File: src/rtl/pool_ctrl.sv
// pool_ctrl: sequencer that walks a feature map in non-overlapping 2x2
// windows, fetches each window from a synchronous-read input RAM, hands it
// to the 2x2 max-pool unit and writes the pooled pixel to an output RAM.
// The row stride is the full map width as given at start, so an odd width
// or height simply drops the last column/row without disturbing the layout.
module pool_ctrl #(
  parameter int AW   = 12,
  parameter int DW   = 8,
  parameter int DIMW = 8
) (
  input  logic            clk,
  input  logic            rst,
  input  logic            start,
  input  logic            abort,
  input  logic [DIMW-1:0] cfg_w,
  input  logic [DIMW-1:0] cfg_h,
  input  logic [AW-1:0]   in_base,
  input  logic [AW-1:0]   out_base,
  output logic            rd_en,
  output logic [AW-1:0]   rd_addr,
  input  logic [DW-1:0]   rd_data,
  output logic [DW-1:0]   pool_din1,
  output logic [DW-1:0]   pool_din2,
  output logic [DW-1:0]   pool_din3,
  output logic [DW-1:0]   pool_din4,
  output logic            pool_en,
  output logic            pool_rst,
  input  logic [DW-1:0]   pool_dout,
  output logic            wr_en,
  output logic [AW-1:0]   wr_addr,
  output logic [DW-1:0]   wr_data,
  output logic            busy,
  output logic            done
);

  localparam logic [2:0] IDLE  = 3'd0;
  localparam logic [2:0] FETCH = 3'd1;
  localparam logic [2:0] WAIT  = 3'd2;
  localparam logic [2:0] POOL  = 3'd3;
  localparam logic [2:0] WRITE = 3'd4;
  localparam logic [2:0] DONE  = 3'd5;

  logic [2:0]      state;
  logic [2:0]      state_nxt;
  logic [1:0]      k;
  logic [DIMW-1:0] stride;
  logic [DIMW-1:0] w_even;
  logic [DIMW-1:0] h_even;
  logic [DIMW-1:0] col;
  logic [DIMW-1:0] row;
  logic [AW-1:0]   rowptr;
  logic [AW-1:0]   optr;

  logic [DIMW-1:0] cfg_w_even;
  logic [DIMW-1:0] cfg_h_even;
  logic            dims_ok;
  logic            accept;
  logic [AW-1:0]   stride_a;
  logic [AW-1:0]   win_addr;
  logic [DIMW-1:0] col_nxt;
  logic [DIMW-1:0] row_nxt;
  logic            row_end;
  logic            last_window;

  assign cfg_w_even  = cfg_w & ~DIMW'(1);
  assign cfg_h_even  = cfg_h & ~DIMW'(1);
  assign dims_ok     = (cfg_w_even >= DIMW'(2)) && (cfg_h_even >= DIMW'(2));
  assign accept      = (state == IDLE) && start && !abort;
  assign stride_a    = AW'(stride);
  assign win_addr    = rowptr + AW'(col);
  assign col_nxt     = col + DIMW'(2);
  assign row_nxt     = row + DIMW'(2);
  assign row_end     = (col_nxt == w_even);
  assign last_window = row_end && (row_nxt == h_even);

  // Next-state selection; abort pulls every active state back to IDLE
  always_comb begin
    state_nxt = state;
    case (state)
      IDLE:    if (start && !abort) state_nxt = dims_ok ? FETCH : DONE;
      FETCH:   if (k == 2'd3) state_nxt = WAIT;
      WAIT:    state_nxt = POOL;
      POOL:    state_nxt = WRITE;
      WRITE:   state_nxt = last_window ? DONE : FETCH;
      DONE:    state_nxt = IDLE;
      default: state_nxt = IDLE;
    endcase
    if (abort && (state != IDLE)) state_nxt = IDLE;
  end

  // State, latched configuration and scan position (row/col/pointers)
  always_ff @(posedge clk or posedge rst) begin
    if (rst) begin
      state  <= IDLE;
      k      <= 2'd0;
      stride <= '0;
      w_even <= '0;
      h_even <= '0;
      col    <= '0;
      row    <= '0;
      rowptr <= '0;
      optr   <= '0;
    end else begin
      state <= state_nxt;
      case (state)
        IDLE: begin
          if (accept) begin
            stride <= cfg_w;
            w_even <= cfg_w_even;
            h_even <= cfg_h_even;
            rowptr <= in_base;
            optr   <= out_base;
            col    <= '0;
            row    <= '0;
            k      <= 2'd0;
          end
        end
        FETCH: begin
          k <= k + 2'd1;
        end
        WRITE: begin
          optr <= optr + AW'(1);
          k    <= 2'd0;
          if (row_end) begin
            col    <= '0;
            row    <= row_nxt;
            rowptr <= rowptr + stride_a + stride_a;
          end else begin
            col <= col_nxt;
          end
        end
        default: begin
        end
      endcase
    end
  end

  // Window pixel capture: each read lands one cycle after its strobe
  always_ff @(posedge clk or posedge rst) begin
    if (rst) begin
      pool_din1 <= '0;
      pool_din2 <= '0;
      pool_din3 <= '0;
      pool_din4 <= '0;
    end else begin
      case (state)
        FETCH: begin
          case (k)
            2'd1:    pool_din1 <= rd_data;
            2'd2:    pool_din2 <= rd_data;
            2'd3:    pool_din3 <= rd_data;
            default: begin
            end
          endcase
        end
        WAIT: begin
          pool_din4 <= rd_data;
        end
        default: begin
        end
      endcase
    end
  end

  // Strobes and addresses decoded from the current state
  always_comb begin
    rd_en    = 1'b0;
    rd_addr  = '0;
    pool_en  = 1'b0;
    pool_rst = 1'b0;
    wr_en    = 1'b0;
    wr_addr  = '0;
    wr_data  = '0;
    busy     = (state != IDLE);
    done     = 1'b0;
    case (state)
      IDLE: begin
        pool_rst = start && !abort && !rst;
      end
      FETCH: begin
        rd_en = 1'b1;
        case (k)
          2'd0:    rd_addr = win_addr;
          2'd1:    rd_addr = win_addr + AW'(1);
          2'd2:    rd_addr = win_addr + stride_a;
          default: rd_addr = win_addr + stride_a + AW'(1);
        endcase
      end
      POOL: begin
        pool_en = 1'b1;
      end
      WRITE: begin
        wr_en   = !abort;
        wr_addr = optr;
        wr_data = pool_dout;
      end
      DONE: begin
        done = !abort;
      end
      default: begin
      end
    endcase
  end

endmodule
File: config.mk
export PLATFORM = sky130hd
export DESIGN_NAME = pool_ctrl
export DESIGN_NICKNAME = d
export VERILOG_FILES = /design/src/rtl/pool_ctrl.sv
export SDC_FILE = /design/constraint.sdc
export NUM_CORES = 1
export LEC_CHECK = 0
export CORE_ASPECT_RATIO = 1.75
export CORE_MARGIN = 8
export CORE_UTILIZATION = 25
export CTS_CLUSTER_DIAMETER = 100
export DETAILED_ROUTE_END_ITERATION = 16
export GPL_ROUTABILITY_DRIVEN = 0
export SYNTH_ARGS = -nofsm -noshare
export SYNTH_HDL_FRONTEND = slang
export SYNTH_SLANG_ARGS = --single-unit
export TNS_END_PERCENT = 20
File: constraint.sdc
create_clock -name clk -period 7.1 [get_ports clk]
set_input_delay 2.13 -clock clk [delete_from_list [all_inputs] [get_ports clk]]
set_output_delay 2.13 -clock clk [all_outputs]
set_load 0.02 [all_outputs]
After elaboration in Yosys (flattened, before gate mapping). Cells that the tools add are included.

Output and inout bits: 70. Latch bits: 0. Register bits: 99. Bits of input ports: 60. Memory bits (read-only): 0. Memories: 0. Bits in writable memories: 0. Logic and storage cells: 88.

Order comparisons: 2. Add/subtract/negate cells: 10. Multiply operators: 0. Multiplexer cells: 27. Divide/modulo/power cells: 0. Bitwise operators: 0. Equality and inequality tests: 14. Reductions and logical operators: 22. Shifts and indexed selects: 0.

Operator list (number): $mux W12 (5); $add A12 B8 Y12 (4); $pmux W12 S2 (2); $add A12 B1 Y12 const B (3); $pmux W12 S3 (1); $mux W8 (4); $pmux W8 S2 (2); $add A8 B2 Y8 const B (2); $eq A8 B8 Y1 (2); $ge A8 B2 Y1 const B (2); $mux W3 (5); $pmux W3 S5 (1); $reduce_and A2 Y1 (7); $logic_and A1 B1 Y1 (7); $eq A3 B2 Y1 const B (2); $eq A3 B3 Y1 const B (2); $pmux W2 S3 (1); $reduce_bool A3 Y1 (2); $mux W1 (5); $eq A2 B2 Y1 const B (2); $ne A2 B2 Y1 const B (2); $eq A3 B1 Y1 const B (1); $logic_not A3 Y1 (1); $ne A3 B1 Y1 const B (1); 8 further kinds (9).

Longest topological paths before layout. Gate-level depths: netlist of run 1.

Word-level depth: 6. Mapped depth: 15.

Worst setup path after synthesis of run 1. No wires, ideal clock.

Path kind: reg2out. Start: reg col[2]. End: out rd_addr[10]. Arrival time: 3.833 ns. Setup slack: 1.137 ns. Stages on the path, launching flop included: 14. Path buffers: 0. Cells stage by stage: dfrtp_1 -> ha_1 -> a211oi_2 -> nor2_1 -> xor2_2 -> ha_1 -> and3_1 -> a221oi_1 -> xnor2_1 -> mux2_4 -> nand4_4 -> or4_1 -> o32a_1 -> a31oi_1.

Cells in the longest elaborated chain, start to end: 5. Elaborated cells on any way between the ends: 6.

RTL lines: start, declared (RTL line 49) `logic [DIMW-1:0] col;`; start signal, assigned (RTL line 129) `col <= col_nxt;`; $add A12 B8 Y12 (*) (RTL line 70) `assign win_addr = rowptr + AW'(col);`; $add A12 B8 Y12 (RTL line 185, 186); $add A12 B1 Y12 (RTL line 186) `default: rd_addr = win_addr + stride_a + AW'(1);`; $pmux W12 S3 (*) (RTL line 182) `case (k)`; $mux W12 (*) (RTL line 176) `case (state)`; end, declared (RTL line 20) `output logic [AW-1:0] rd_addr,`.

Every way passes the cells marked *; elsewhere a longest branch is shown, timed or not.

Worst setup path after layout of run 1.
Start: reg col[2]. End: out rd_addr[11].

Same word-level chain as after synthesis.

==> flow_metrics.tcl, run 1 <==
set metrics [dict create \
    grt_pass1_vias 6140 \
    io_pins 130 \
    dieWidth_um 137 \
    ctsRootBufferMaster "clkbuf_16" \
    start_util_pct 25.3 \
    grt_pass1_wl_mm 33.3 \
    drt_wl_total_mm 20.5 \
    final_nets 953 \
    numClockSinks 90 \
    fp.coreArea_um2 25100 \
    cts_setup_buffers 0 \
    antenna_found_initial 1 \
    drive_above_1_share_pct 9.51 \
    r2r-start "state[0]" \
    ys_warn_count 0 \
    cp-startpoint "col[2]" \
    vias 5872 \
    r2r_end "rowptr[2]" \
    clockBufferDepth 2 \
    dieHeight_um 227 \
    ctsHoldBuffers 0 \
    timing.final.crit_share_pct 95.8 \
    synth_top_area_share_pct 35.3 \
    regToRegSetupSlack_ns 3.62 \
    dieArea_um2 31000 \
    cp_data_required_time_ns 4.97 \
    synth_nets 833 \
    arrival_ns 4.67 \
    dp_hpwl_mm 16.1 \
    power.density_nw_per_um2 457 \
    rsz0062_at_grt "no" \
    clock_latency_ns 0.35 \
    critical_path_class "register to primary output" \
    grt_max_degree 47 \
    post_synth.cell_area_avg_um2 8.63 \
    drv_cap 0 \
    timing.slew.headroom_pct 24.7 \
    htreeDepth 3 \
    finalSetupTns_ns 0 \
    synth.most_common_cell "nand2_1" \
    setup_violations 0 \
    endpoint_kind "primary output" \
    worstPathMaxFanout 6 \
    wl_per_cell_um 17.4 \
    drtIter0Drc 279 \
    syn_area_um2 6370 \
    synth-edff-count 0 \
    hp-class "register to register" \
    first_pass_iters 5 \
    ys.flop_type "dfrtp_1" \
    final.min_clock_period_ns 6.80 \
    slew_violations 0 \
    drc 0 \
    n_fill_cell 2562 \
    utilization_pct 33.2 \
    status "completed" \
    placementRows 77 \
    tritoncts "yes" \
    finalPower_mw 3.82 \
    leakagePower_nw 3.63 \
    synth_seq_cells 90 \
    cts_buffers 9 \
    viasPerCell 4.98 \
    setup.worst_path.end "rd_addr[11]" \
    synthTopCellsByArea "dfrtp_1 35%, ha_1 6.5%, nand2_1 6.1%, mux2_2 5.8%, o21ai_0 4.7%" \
    synthTopCellsByCount "103 x nand2_1, 90 x dfrtp_1, 66 x nor2_1" \
    portBuffers 128 \
    area_growth_pct 31.1 \
    final-hold-violation-count 0 \
    max_clock_freq_ghz 0.147 \
    overflow 0 \
    synth_seq_area_share_pct 35.3 \
    ant_nets 0 \
    finalClockSkew_ns 0.00966 \
    async_reset_ff_share_pct 100 \
    max_slew.worst_pin.slew_ns 1.13 \
    clk_pin_slew_ns 0.07 \
    postSynthCellCount 738 \
    synth.distinct_cells 69 \
    r2r_cells 7 \
    grt_usage_pct 13.6 \
    ir_drop_mv 0.231 \
    crit_path_start_kind "register" \
    synth_top_cell_by_area "dfrtp_1" \
    antenna_cells 0 \
]
-- cell families (layout without fill, tap and decap cells) --
group | after synthesis | count (layout) | share of synthesized area (%)
and+or+nand+nor | 282 | 282 | 21.2
AOI/OAI and AO/OA | 186 | 186 | 18.9
xor gates and xnor gates | 43 | 43 | 6.79
adders and majority gates | 35 | 35 | 7.11
muxes | 39 | 39 | 6.85
buffers and inverters | 63 | 187 | 3.81
DFF | 90 | 90 | 35.3
-- registers in the layout, indices dropped and copies added, names as in the netlist --
register   flops
optr          12
rowptr        12
pool_din1      8
pool_din2      8
pool_din3      8
pool_din4      8
stride         8
col            7
h_even         7
row            7
state          3
k              2
-- placed cells by master, fill, tap and decap left out, types with 9 or more instances in the layout --
cell type,count
clkdlybuf4s50_1,127
nand2_1,103
dfrtp_1,90
nor2_1,66
o21ai_0,60
mux2_2,33
ha_1,33
a21oi_1,31
inv_1,31
and3_1,29
nand3_1,22
xnor2_1,21
a31oi_1,17
xor2_1,17
nor3_1,15
buf_4,11
clkbuf_16,9
-- how the worst min path moves through the flow --
stage | start | to | slack, ns | cells after the start
6_report | h_even[6] | h_even[6] | 0.49 | 2
5_1_grt | h_even[7] | h_even[7] | 0.52 | 2
4_1_cts | h_even[6] | h_even[6] | 0.50 | 2
3_5_place_dp | h_even[6] | h_even[6] | 0.49 | 2
3_3_place_gp | h_even[7] | h_even[7] | 0.48 | 2
2_1_floorplan | h_even[1] | h_even[1] | 0.47 | 2
-- report_power, final --
group	switching [mW]	internal (mW)
combinational	1.35	1.03
sequential	0.203	0.723
clock	0.201	0.308
-- area by class of cell --
class	instances	area (um^2)	share of cell area (%)
clock inverters	4	76.3	0.914
flip-flops and latches	90	2250	27.0
inverters	33	125	1.50
well taps	316	395	4.73
multi-input cells	585	3900	46.7
clock buffers	11	233	2.79
repair buffers	139	1370	16.4
-- per-stage QoR --
stage	hold WS [ns]	instances	instance area, um^2	worst slack (ns)
finish	0.493	1178	8350	0.301
floorplan	0.465	738	6370	1.14
detailed placement	0.486	1163	8020	0.305
global placement	0.478	1163	8020	0.345
CTS	0.501	1178	8330	0.0286
global route	0.518	1178	8350	0.0136
-- what timing repair did --
action / in CTS / in global routing
endpoints found under the hold margin: 0 / 0
setup endpoints to repair: 1 / 2
gates resized for setup: 1 / 4
-- metal layers --
layer	up-vias	wire length (um)	track usage, %
met5	-	0	0
met4	0	633	5.66
met3	30	1210	3.69
met2	141	10800	25.2
met1	2821	7860	14.0
li1	2880	-	-
-- worst max-delay path: stages (launching register included) --
cell             delay [ns]
dfrtp_1                0.44
ha_1                   0.40
a21o_2                 0.21
nand4_1                0.16
nand3_1                0.12
xor2_1                 0.22
ha_1                   0.34
or2_2                  0.34
o31ai_1                0.09
a21oi_1                0.09
xor2_1                 0.17
mux2i_1                0.44
nor3_2                 0.16
and4_1                 0.22
nor4_1                 0.26
clkdlybuf4s50_1        0.65
No activity file was read; power rests on OpenSTA's default activity.
==> inputs of run 2 (changes only) <==
Settings changed: CTS_CLUSTER_DIAMETER 100 to 30.
==> results of run 2 <==
Final layout, timing and power as in run 1 (identical DEF).
==> inputs of run 3 (changes only) <==
Settings changed: CORE_MARGIN 8 to 2.
==> flow_metrics.tcl, run 3 (synthesized netlist as in run 1, its figures left out) <==
set metrics [dict create \
    area_growth_pct 30.4 \
    grt_pass1_wl_mm 32.0 \
    setup_ws_ns 0.263 \
    clock_latency_ns 0.36 \
    ctsHoldBuffers 0 \
    n_fill_cell 2588 \
    cts_setup_buffers 0 \
    timing.final.crit_share_pct 96.3 \
    grt_max_degree 48 \
    io_pins 130 \
    grt_usage_pct 14.8 \
    grt_pass1_vias 5907 \
    placementRows 77 \
    drive_above_1_share_pct 9.74 \
    setup_violations 0 \
    utilization_pct 33.0 \
    finalSetupTns_ns 0 \
    cp_data_required_time_ns 4.97 \
    clockBufferDepth 2 \
    finalClockSkew_ns 0.0130 \
    dieHeight_um 215 \
    leakagePower_nw 3.62 \
    finalPower_mw 3.75 \
    start_util_pct 25.3 \
    design_area_um2 8310 \
    portBuffers 128 \
    drc 0 \
    antenna_found_initial 0 \
    dp_cells 1162 \
    max_slew.worst_pin.slew_ns 1.20 \
    arrival_ns 4.71 \
    dp_hpwl_mm 15.4 \
    slew_violations 0 \
    ant_nets 0 \
    numClockSinks 90 \
    drtIter0Drc 243 \
    mostFrequentLayoutCells "126 x clkdlybuf4s50_1, 103 x nand2_1, 90 x dfrtp_1, 66 x nor2_1, 60 x o21ai_0" \
    wl_per_cell_um 17.0 \
    first_pass_iters 4 \
    dp_worst_setup_slack_ns 0.248 \
    drt_wl_total_mm 20.0 \
    viasPerCell 4.96 \
    dieArea_um2 26800 \
    fp.coreArea_um2 25100 \
    ir_drop_mv 0.215 \
    htreeDepth 3 \
    final_nets 952 \
    max_clock_freq_ghz 0.146 \
    cts_buffers 9 \
    antenna_cells 0 \
    clk_pin_slew_ns 0.08 \
    status "completed" \
    endpoint_kind "primary output" \
    timing.slew.headroom_pct 19.9 \
    drv_cap 0 \
    hold_slack_ns 0.500 \
    crit_path_start_kind "register" \
    place_area_um2 8010 \
    dieWidth_um 125 \
    final-hold-violation-count 0 \
    overflow 0 \
    vias 5839 \
    layout.cells.non_filler 1178 \
    hp-class "register to register" \
    rsz0062_at_grt "no" \
    critical_path_class "register to primary output" \
    final_common_cell "clkdlybuf4s50_1" \
    final.min_clock_period_ns 6.84 \
    tritoncts "yes" \
    power.density_nw_per_um2 452 \
    worstPathMaxFanout 6 \
    top_regs "optr: 12 flops, rowptr: 12 flops" \
    ctsRootBufferMaster "clkbuf_16" \
]
## run 3: cell types whose count changed in the layout (fill, tap and decap cells not counted), sizes merged
cell,previous run,this run
clkinv,1,4
bufinv,2,0
clkbuf,11,9
inv,33,35
buf,11,10
clkdlybuf4s50,127,126
dlygate4sd2,0,1
## run 3: layer usage
metal | vias up | share of wire (%) | global-route usage [%]
met5 | - | 0 | 0
met4 | 0 | 2.9 | 6.07
met3 | 33 | 4.9 | 3.16
met2 | 132 | 54 | 28.2
met1 | 2796 | 39 | 15.6
li1 | 2878 | - | -
## run 3: what timing repair did
action | 4_1_cts | 5_1_grt
hold endpoints to repair | 0 | 0
gates resized for setup | 3 | 3
endpoints found under the setup margin | 1 | 1
pin swaps | 0 | 0
## run 3: cell type report
type	count	area [um^2]	share of cell area, %
clock buffers	9	225	2.71
inverters	33	125	1.51
clock inverters	7	51.3	0.617
well taps	316	395	4.76
repair buffers	138	1360	16.3
multi-input cells	585	3900	47.0
flip-flops and latches	90	2250	27.1
## run 3: worst max-delay path, stage by stage, from the launching register on
cell and delay, ns:
dfrtp_1 0.44, ha_1 0.39, a211oi_4 0.30, nor2_1 0.12, xor2_2 0.23, ha_1 0.35
and3_1 0.21, a221oi_2 0.35, xnor2_1 0.21, mux2_4 0.22, nand4_1 0.17, nor3_2 0.35
xnor2_1 0.10, a211oi_1 0.26, clkdlybuf4s50_1 0.65
## run 3: path summary, 6_finish.rpt
path,from,end,slack [ns],cells after the start
setup / recovery,col[2],rd_addr[9],0.26,14
hold / removal,h_even[2],h_even[2],0.50,2
setup reg to reg,col[1],rowptr[2],3.68,8
hold reg to reg,h_even[2],h_even[2],0.50,2
max in group asynchronous,rst,pool_din2[6],3.71,3
min in group asynchronous,rst,pool_din1[4],2.26,2
## run 3: where the power goes
group	internal (mW)	switching [mW]	total, mW
sequential	0.723	0.208	0.930
combinational	1.03	1.33	2.36
clock	0.241	0.223	0.463
==> variant 1, RTL diff (settings of run 1) <==
The parameter `DIMW` goes from 8 to 16.
--- a/src/rtl/pool_ctrl.sv
+++ b/src/rtl/pool_ctrl.sv
@@ -6,7 +6,7 @@
 module pool_ctrl #(
   parameter int AW   = 12,
   parameter int DW   = 8,
-  parameter int DIMW = 8
+  parameter int DIMW = 16
 ) (
   input  logic            clk,
   input  logic            rst,
Interface: changed (resized cfg_h and cfg_w); port bits go from 130 to 146. No check against the original RTL was run, so the function may have changed too.
==> variant 1 against run 1 <==
Final area is 33% higher. Via count grew 31%. Synthesized cell count is 35% higher. Setup slack lost 0.066 ns. Total power fell by 1.5%. Critical path depth shrank 1. Register-to-register slack worse by 0.40 ns. Sequential power grew 10%. Cell count grew 35%. Combinational power is 26% lower. Core utilization decreased by 0.15 points. Area after synthesis increased by 33%. Sequential cell count is 32 higher. Largest power group unchanged. Wire length up 28%.
==> variant 1: results (changes against run 1) <==
=====================================================================================
Status                                                                   complete, no violations   unchanged
Number of buffers created by CTS                                                   17   was 9
Source-to-sink clock delay at the later pin of the worst-skew pair            0.43 ns   was 0.35 ns
Crit path capture                                                         rd_addr[11]   unchanged
Overall fraction of global-route tracks in use                                 0.1321   was 0.1363
HP Class                                                                 flip-flop to flip-flop   unchanged
Netlist cell types                                                                 78   was 69
Final-layout worst hold slack                                               0.4937 ns   was 0.4927 ns
Post-CTS Resized                                                                    3   was 1
Max VDD drop                                                                 135.9 uV   was 231.4 uV
Cell type group with the largest total delay on the critical path        compound AO/OA/AOI/OAI gates   was simple AND/OR/NAND/NOR gates
Power density cells                                                      337.9 nW/um^2   was 456.9 nW/um^2
R2R cell count                                                                     11   was 7
Antenna violations before repair                                                    3   was 1
Share of cells above drive strength 1                                          0.1037   was 0.09513
Largest registers ranked by flip-flop count                              col (15), h_even (15), row (15)   was optr (12), rowptr (12)
Worst slack, placed                                                         0.2595 ns   was 0.3055 ns
CP Data Arrival Time                                                          4.74 ns   was 4.67 ns
Layout filler cell count                                                        3,545   was 2,562
Worst rel slew slack                                                           0.3545   was 0.2468
Routed len/inst                                                              16.42 um   was 17.36 um
Share of the yosys chip area belonging to registers                            0.3600   was 0.3535
Synthesized net count                                                           1,110   was 833
Wire length of the first global-routing pass                                41,970 um   was 33,260 um
Slowest library cell on the worst path                                      a2111oi_0   was clkdlybuf4s50_1
Maximum number of pins on one net before global-route repair                       58   was 47
Sequential cell power                                                         1.02 mW   was 0.926 mW
Comb pwr                                                                      1.75 mW   was 2.38 mW
Vias in the first global route                                                  7,964   was 6,140
Skew final                                                                0.009717 ns   was 0.009657 ns
Static Leakage                                                               4.641 nW   was 3.626 nW
Top cells by area, synth                                                 dfrtp_1, nand2_1, ha_1   was dfrtp_1, ha_1, nand2_1
Reg2reg setup slack                                                           3.22 ns   was 3.62 ns
Port Buf Inserts                                                                  144   was 128
Reg2Reg Launch Point                                                     col[1]$_DFFE_PP0P_   was state[0]$_DFFE_PP0P_
Count of routing violations after the opening detailed-route iteration            404   was 279
Hold path startpoint                                                     h_even[7]$_DFFE_PP0P_   was h_even[6]$_DFFE_PP0P_
Top cells by instance count after synthesis                              nand2_1, dfrtp_1, nor2_1   unchanged
# H-tree levels                                                                     4   was 3
Reg2reg end                                                              col[6]$_DFFE_PP0P_   was rowptr[2]$_DFFE_PP0P_
Asr flop ratio synth                                                            1.000   unchanged
Layout net count                                                                1,242   was 953
Pint                                                                         2.311 mW   was 2.064 mW
Final period util                                                              0.9670   was 0.9576
Number of detailed-route iterations in the first pass                               5   unchanged
Delay of the slowest cell on the worst path                                   0.50 ns   was 0.65 ns
Worst hold path endpoint                                                 h_even[7]$_DFFE_PP0P_   was h_even[6]$_DFFE_PP0P_
Detail Placement HPWL                                                       20,250 um   was 16,130 um
Via count                                                                       7,683   was 5,872
=====================================================================================
==> variant 1: cell types whose count changed after synthesis, moves of 17 or more <==
cell,before,now
nor3_1,15,35
and3_1,29,12
nand2_1,103,163
dfrtp_1,90,122
xnor2_1,21,54
a21oi_1,33,67
==> variant 1: final cells by class <==
class                           instances  area, um^2  share of cell area
Sequential cell                       122        3053              0.2746
Tap cell                              455       569.3             0.05120
Inverter                               32       122.6             0.01103
Antenna cell                            3       7.507           0.0006752
Clock inverter                         13       212.7             0.01913
Multi-Input combinational cell        791        5136              0.4620
Clock buffer                           19       452.9             0.04074
Timing Repair Buffer                  161        1564              0.1407
==> variant 1: metal layers <==
| layer | vias up | track usage | share of wire |
|---|---|---|---|
| met4 | 0 | 0.07472 | 0.035 |
| li1 | 3783 | - | - |
| met2 | 132 | 0.2526 | 0.56 |
| met5 | - | 0 | 0 |
| met3 | 45 | 0.01795 | 0.022 |
| met1 | 3723 | 0.1345 | 0.39 |
==> variant 1: through the flow <==
step | std cells | area, um^2 | TNS [ns]
global route | 1596 | 11120 | -0.2804
CTS | 1593 | 11080 | 0
finish | 1596 | 11120 | 0
global placement | 1561 | 10420 | 0
floorplan | 993 | 8479 | 0
detailed placement | 1561 | 10420 | 0
==> variant 1: cells by family (layout without fill, tap and decap cells) <==
family / after synthesis / count (layout) / share of synthesized area
other cells: 0 / 3 / 0
buf+inv: 80 / 225 / 0.03925
fa+ha+maj: 41 / 41 / 0.06227
compound gates: 221 / 221 / 0.1694
flops: 122 / 122 / 0.3600
xor+xnor: 80 / 80 / 0.08425
simple gates: 403 / 403 / 0.2252
mux: 46 / 46 / 0.05961
==> variant 2, RTL diff (config.mk and constraints of run 1) <==
Without the edit above. Make the reset (`rst`) synchronous in 2 clocked blocks.
--- a/src/rtl/pool_ctrl.sv
+++ b/src/rtl/pool_ctrl.sv
@@ -89,7 +89,7 @@
   end
 
   // State, latched configuration and scan position (row/col/pointers)
-  always_ff @(posedge clk or posedge rst) begin
+  always_ff @(posedge clk) begin
     if (rst) begin
       state  <= IDLE;
       k      <= 2'd0;
@@ -136,7 +136,7 @@
   end
 
   // Window pixel capture: each read lands one cycle after its strobe
-  always_ff @(posedge clk or posedge rst) begin
+  always_ff @(posedge clk) begin
     if (rst) begin
       pool_din1 <= '0;
       pool_din2 <= '0;
Check against the original RTL: differs if rst is asserted again (counterexample within 4 cycles, from zero or initial values and one cycle with rst high); with rst held inactive, the same outputs for 10 cycles.
==> variant 2 against run 1 <==
Sequential share of layout area decreased by 4.5 points. Hold slack got worse by 0.040 ns. Final area decreased by 3.8%. Setup slack got worse by 0.035 ns. Wire length decreased by 3.4%. Critical path depth increased by 1. Sequential cell count unchanged. Area after synthesis decreased by 4.2%. Largest cell class unchanged. Highest routed layer unchanged.
Power is not compared: it rests on default switching activity, and its combinational part moved more than twofold at a synthesized area within 25%.
==> variant 2: results (changes against run 1) <==
=====================================================================================
Hold path startpoint                                                     pool_din3[3]$_SDFFE_PP0P_   was h_even[6]$_DFFE_PP0P_
Antenna violations before repair                                                    0   was 1
Maximum number of pins on one net before global-route repair                       90   was 47
Cell taking the most area after synthesis                                     dfxtp_1   was dfrtp_1
Share of cells above drive strength 1                                         0.05863   was 0.09513
Skew final                                                                0.005959 ns   was 0.009657 ns
R2R cell count                                                                     10   was 7
Reg2Reg Launch Point                                                     col[1]$_SDFFE_PP0P_   was state[0]$_DFFE_PP0P_
Biggest fanout along the worst timing path                                          9   was 6
Layout filler cell count                                                        2,649   was 2,562
CP Data Arrival Time                                                          4.70 ns   was 4.67 ns
Width of the die                                                             134.1 um   was 136.7 um
Count of non-CTS inverters in the layout                                           18   was 33
Number of detailed-route iterations in the first pass                               7   was 5
Status                                                                   complete, no violations   unchanged
Detail Placement HPWL                                                       15,440 um   was 16,130 um
Wire length of the first global-routing pass                                31,390 um   was 33,260 um
Top cells by instance count after synthesis                              nand2_1, a21oi_1, dfxtp_1   was nand2_1, dfrtp_1, nor2_1
Share of the yosys chip area belonging to registers                            0.2951   was 0.3535
Cell type group with the largest total delay on the critical path        compound AO/OA/AOI/OAI gates   was simple AND/OR/NAND/NOR gates
Non-Clock Buffer Area Fraction                                                 0.1658   was 0.1636
Netlist cell types                                                                 74   was 69
Number of multi-input combinational cells in the layout                           662   was 585
Clk tree area frac                                                            0.04346   was 0.03701
Layout net count                                                                1,011   was 953
Asr flop ratio synth                                                                0   was 1.000
Cell count after synthesis                                                        814   was 738
Top cells by area, synth                                                 dfxtp_1, nand2_1, a21oi_1   was dfrtp_1, ha_1, nand2_1
Number of buffers created by CTS                                                    9   unchanged
Total of flip-flops plus latches after synthesis                                   90   unchanged
Count of routing violations after the opening detailed-route iteration            360   was 279
Vias in the first global route                                                  5,901   was 6,140
DRC violations left                                                                 0   unchanged
Layout clock buffer count                                                          13   was 11
Critical Path Start                                                      col[2]$_SDFFE_PP0P_   was col[2]$_DFFE_PP0P_
Sequential standard cell area                                               1802 um^2   was 2252 um^2
Synthesized net count                                                             909   was 833
Cell Area, Placed                                                           7660 um^2   was 8018 um^2
Reg2reg end                                                              rowptr[9]$_SDFFE_PP0P_   was rowptr[2]$_DFFE_PP0P_
Ys Warns                                                                            0   unchanged
Ant diodes                                                                          0   unchanged
Multi-input logic area                                                      4096 um^2   was 3902 um^2
Largest registers ranked by flip-flop count                              optr (12), rowptr (12)   unchanged
Overall fraction of global-route tracks in use                                 0.1312   was 0.1363
Plain + repair buffers                                                            135   was 139
Worst rel slew slack                                                           0.3452   was 0.2468
Worst hold path endpoint                                                 pool_din3[3]$_SDFFE_PP0P_   was h_even[6]$_DFFE_PP0P_
Total wire length                                                           19,750 um   was 20,450 um
Via count normalized by instance count                                          4.945   was 4.985
Slowest library cell on the worst path                                   clkdlybuf4s50_1   unchanged
Buffer cell driving the clock tree root                                     clkbuf_16   unchanged
Reg2reg setup slack                                                           4.08 ns   was 3.62 ns
=====================================================================================
-- variant 2: cell types whose count changed after synthesis, moves of 13 or more --
| cell | before | now |
|---|---|---|
| inv_1 | 32 | 17 |
| dfxtp_1 | 0 | 90 |
| a21oi_1 | 33 | 91 |
| and2_1 | 7 | 22 |
| nand2_1 | 103 | 126 |
| and3_1 | 29 | 11 |
| dfrtp_1 | 90 | 0 |
| mux2_2 | 33 | 1 |
| nor3_1 | 15 | 28 |
| o21ai_0 | 60 | 38 |
| nor2_1 | 66 | 86 |
-- variant 2: kinds of logic after synthesis --
logic type | Yosys count | synth area share
compound gates | 218 | 0.2279
xor+xnor | 45 | 0.06579
fa+ha+maj | 35 | 0.07420
buf+inv | 62 | 0.03894
flops | 90 | 0.2951
mux | 14 | 0.02378
simple gates | 350 | 0.2742
-- variant 2: worst max path at each step --
stage / depth (start not counted) / slack (ns) / end
6_report: 16 / 0.27 / rd_addr[10]
5_1_grt: 16 / 0.04 / rd_addr[10]
4_1_cts: 16 / 0.08 / rd_addr[11]
3_5_place_dp: 16 / 0.48 / rd_addr[11]
3_3_place_gp: 16 / 0.47 / rd_addr[11]
2_1_floorplan: 15 / 1.41 / rd_addr[11]
-- variant 2: tightest hold or removal path, delay by kind of cell (launching register included) --
kind / cells / cell delay (ns)
flops: 1 / 0.31
compound gates: 1 / 0.05
simple gates: 1 / 0.05
-- variant 2: repair_timing --
| action | in CTS | in global routing |
|---|---|---|
| resized for setup | 0 | 4 |
| hold buffers | 0 | 0 |
| buffers inserted | 0 | 0 |
| setup endpoints to repair | 0 | 3 |
-- variant 2: power by group through the flow --
stage,clock network (mW),registers [mW],logic (mW)
floorplan,0,0.545,0.136
global placement,0,0.550,0.216
detailed placement,0,0.550,0.218
CTS,0.563,0.539,0.219
global route,0.581,0.541,0.240
finish,0.549,0.539,0.217
-- variant 2: layer usage --
layer	vias to the layer above	global-route usage	routed length (um)
li1	3075	-	-
met1	2839	0.1331	7490
met5	-	0	0
met2	129	0.2485	10760
met3	35	0.01649	649
met4	0	0.07608	854
-- variant 2: metrics by stage --
| stage | utilization | hold WS [ns] | std cells | power, mW | setup slack (ns) |
|---|---|---|---|---|---|
| after floorplan | - | 0.4447 | 814 | 0.6806 | 1.414 |
| after global placement | 0.3189 | 0.4413 | 1213 | 0.7651 | 0.4721 |
| after detailed placement | 0.3189 | 0.4455 | 1213 | 0.7682 | 0.4844 |
| after CTS | 0.3334 | 0.4545 | 1229 | 1.321 | 0.07822 |
| after global routing | 0.3343 | 0.4724 | 1229 | 1.362 | 0.03580 |
| final | 0.3343 | 0.4523 | 1229 | 1.305 | 0.2658 |
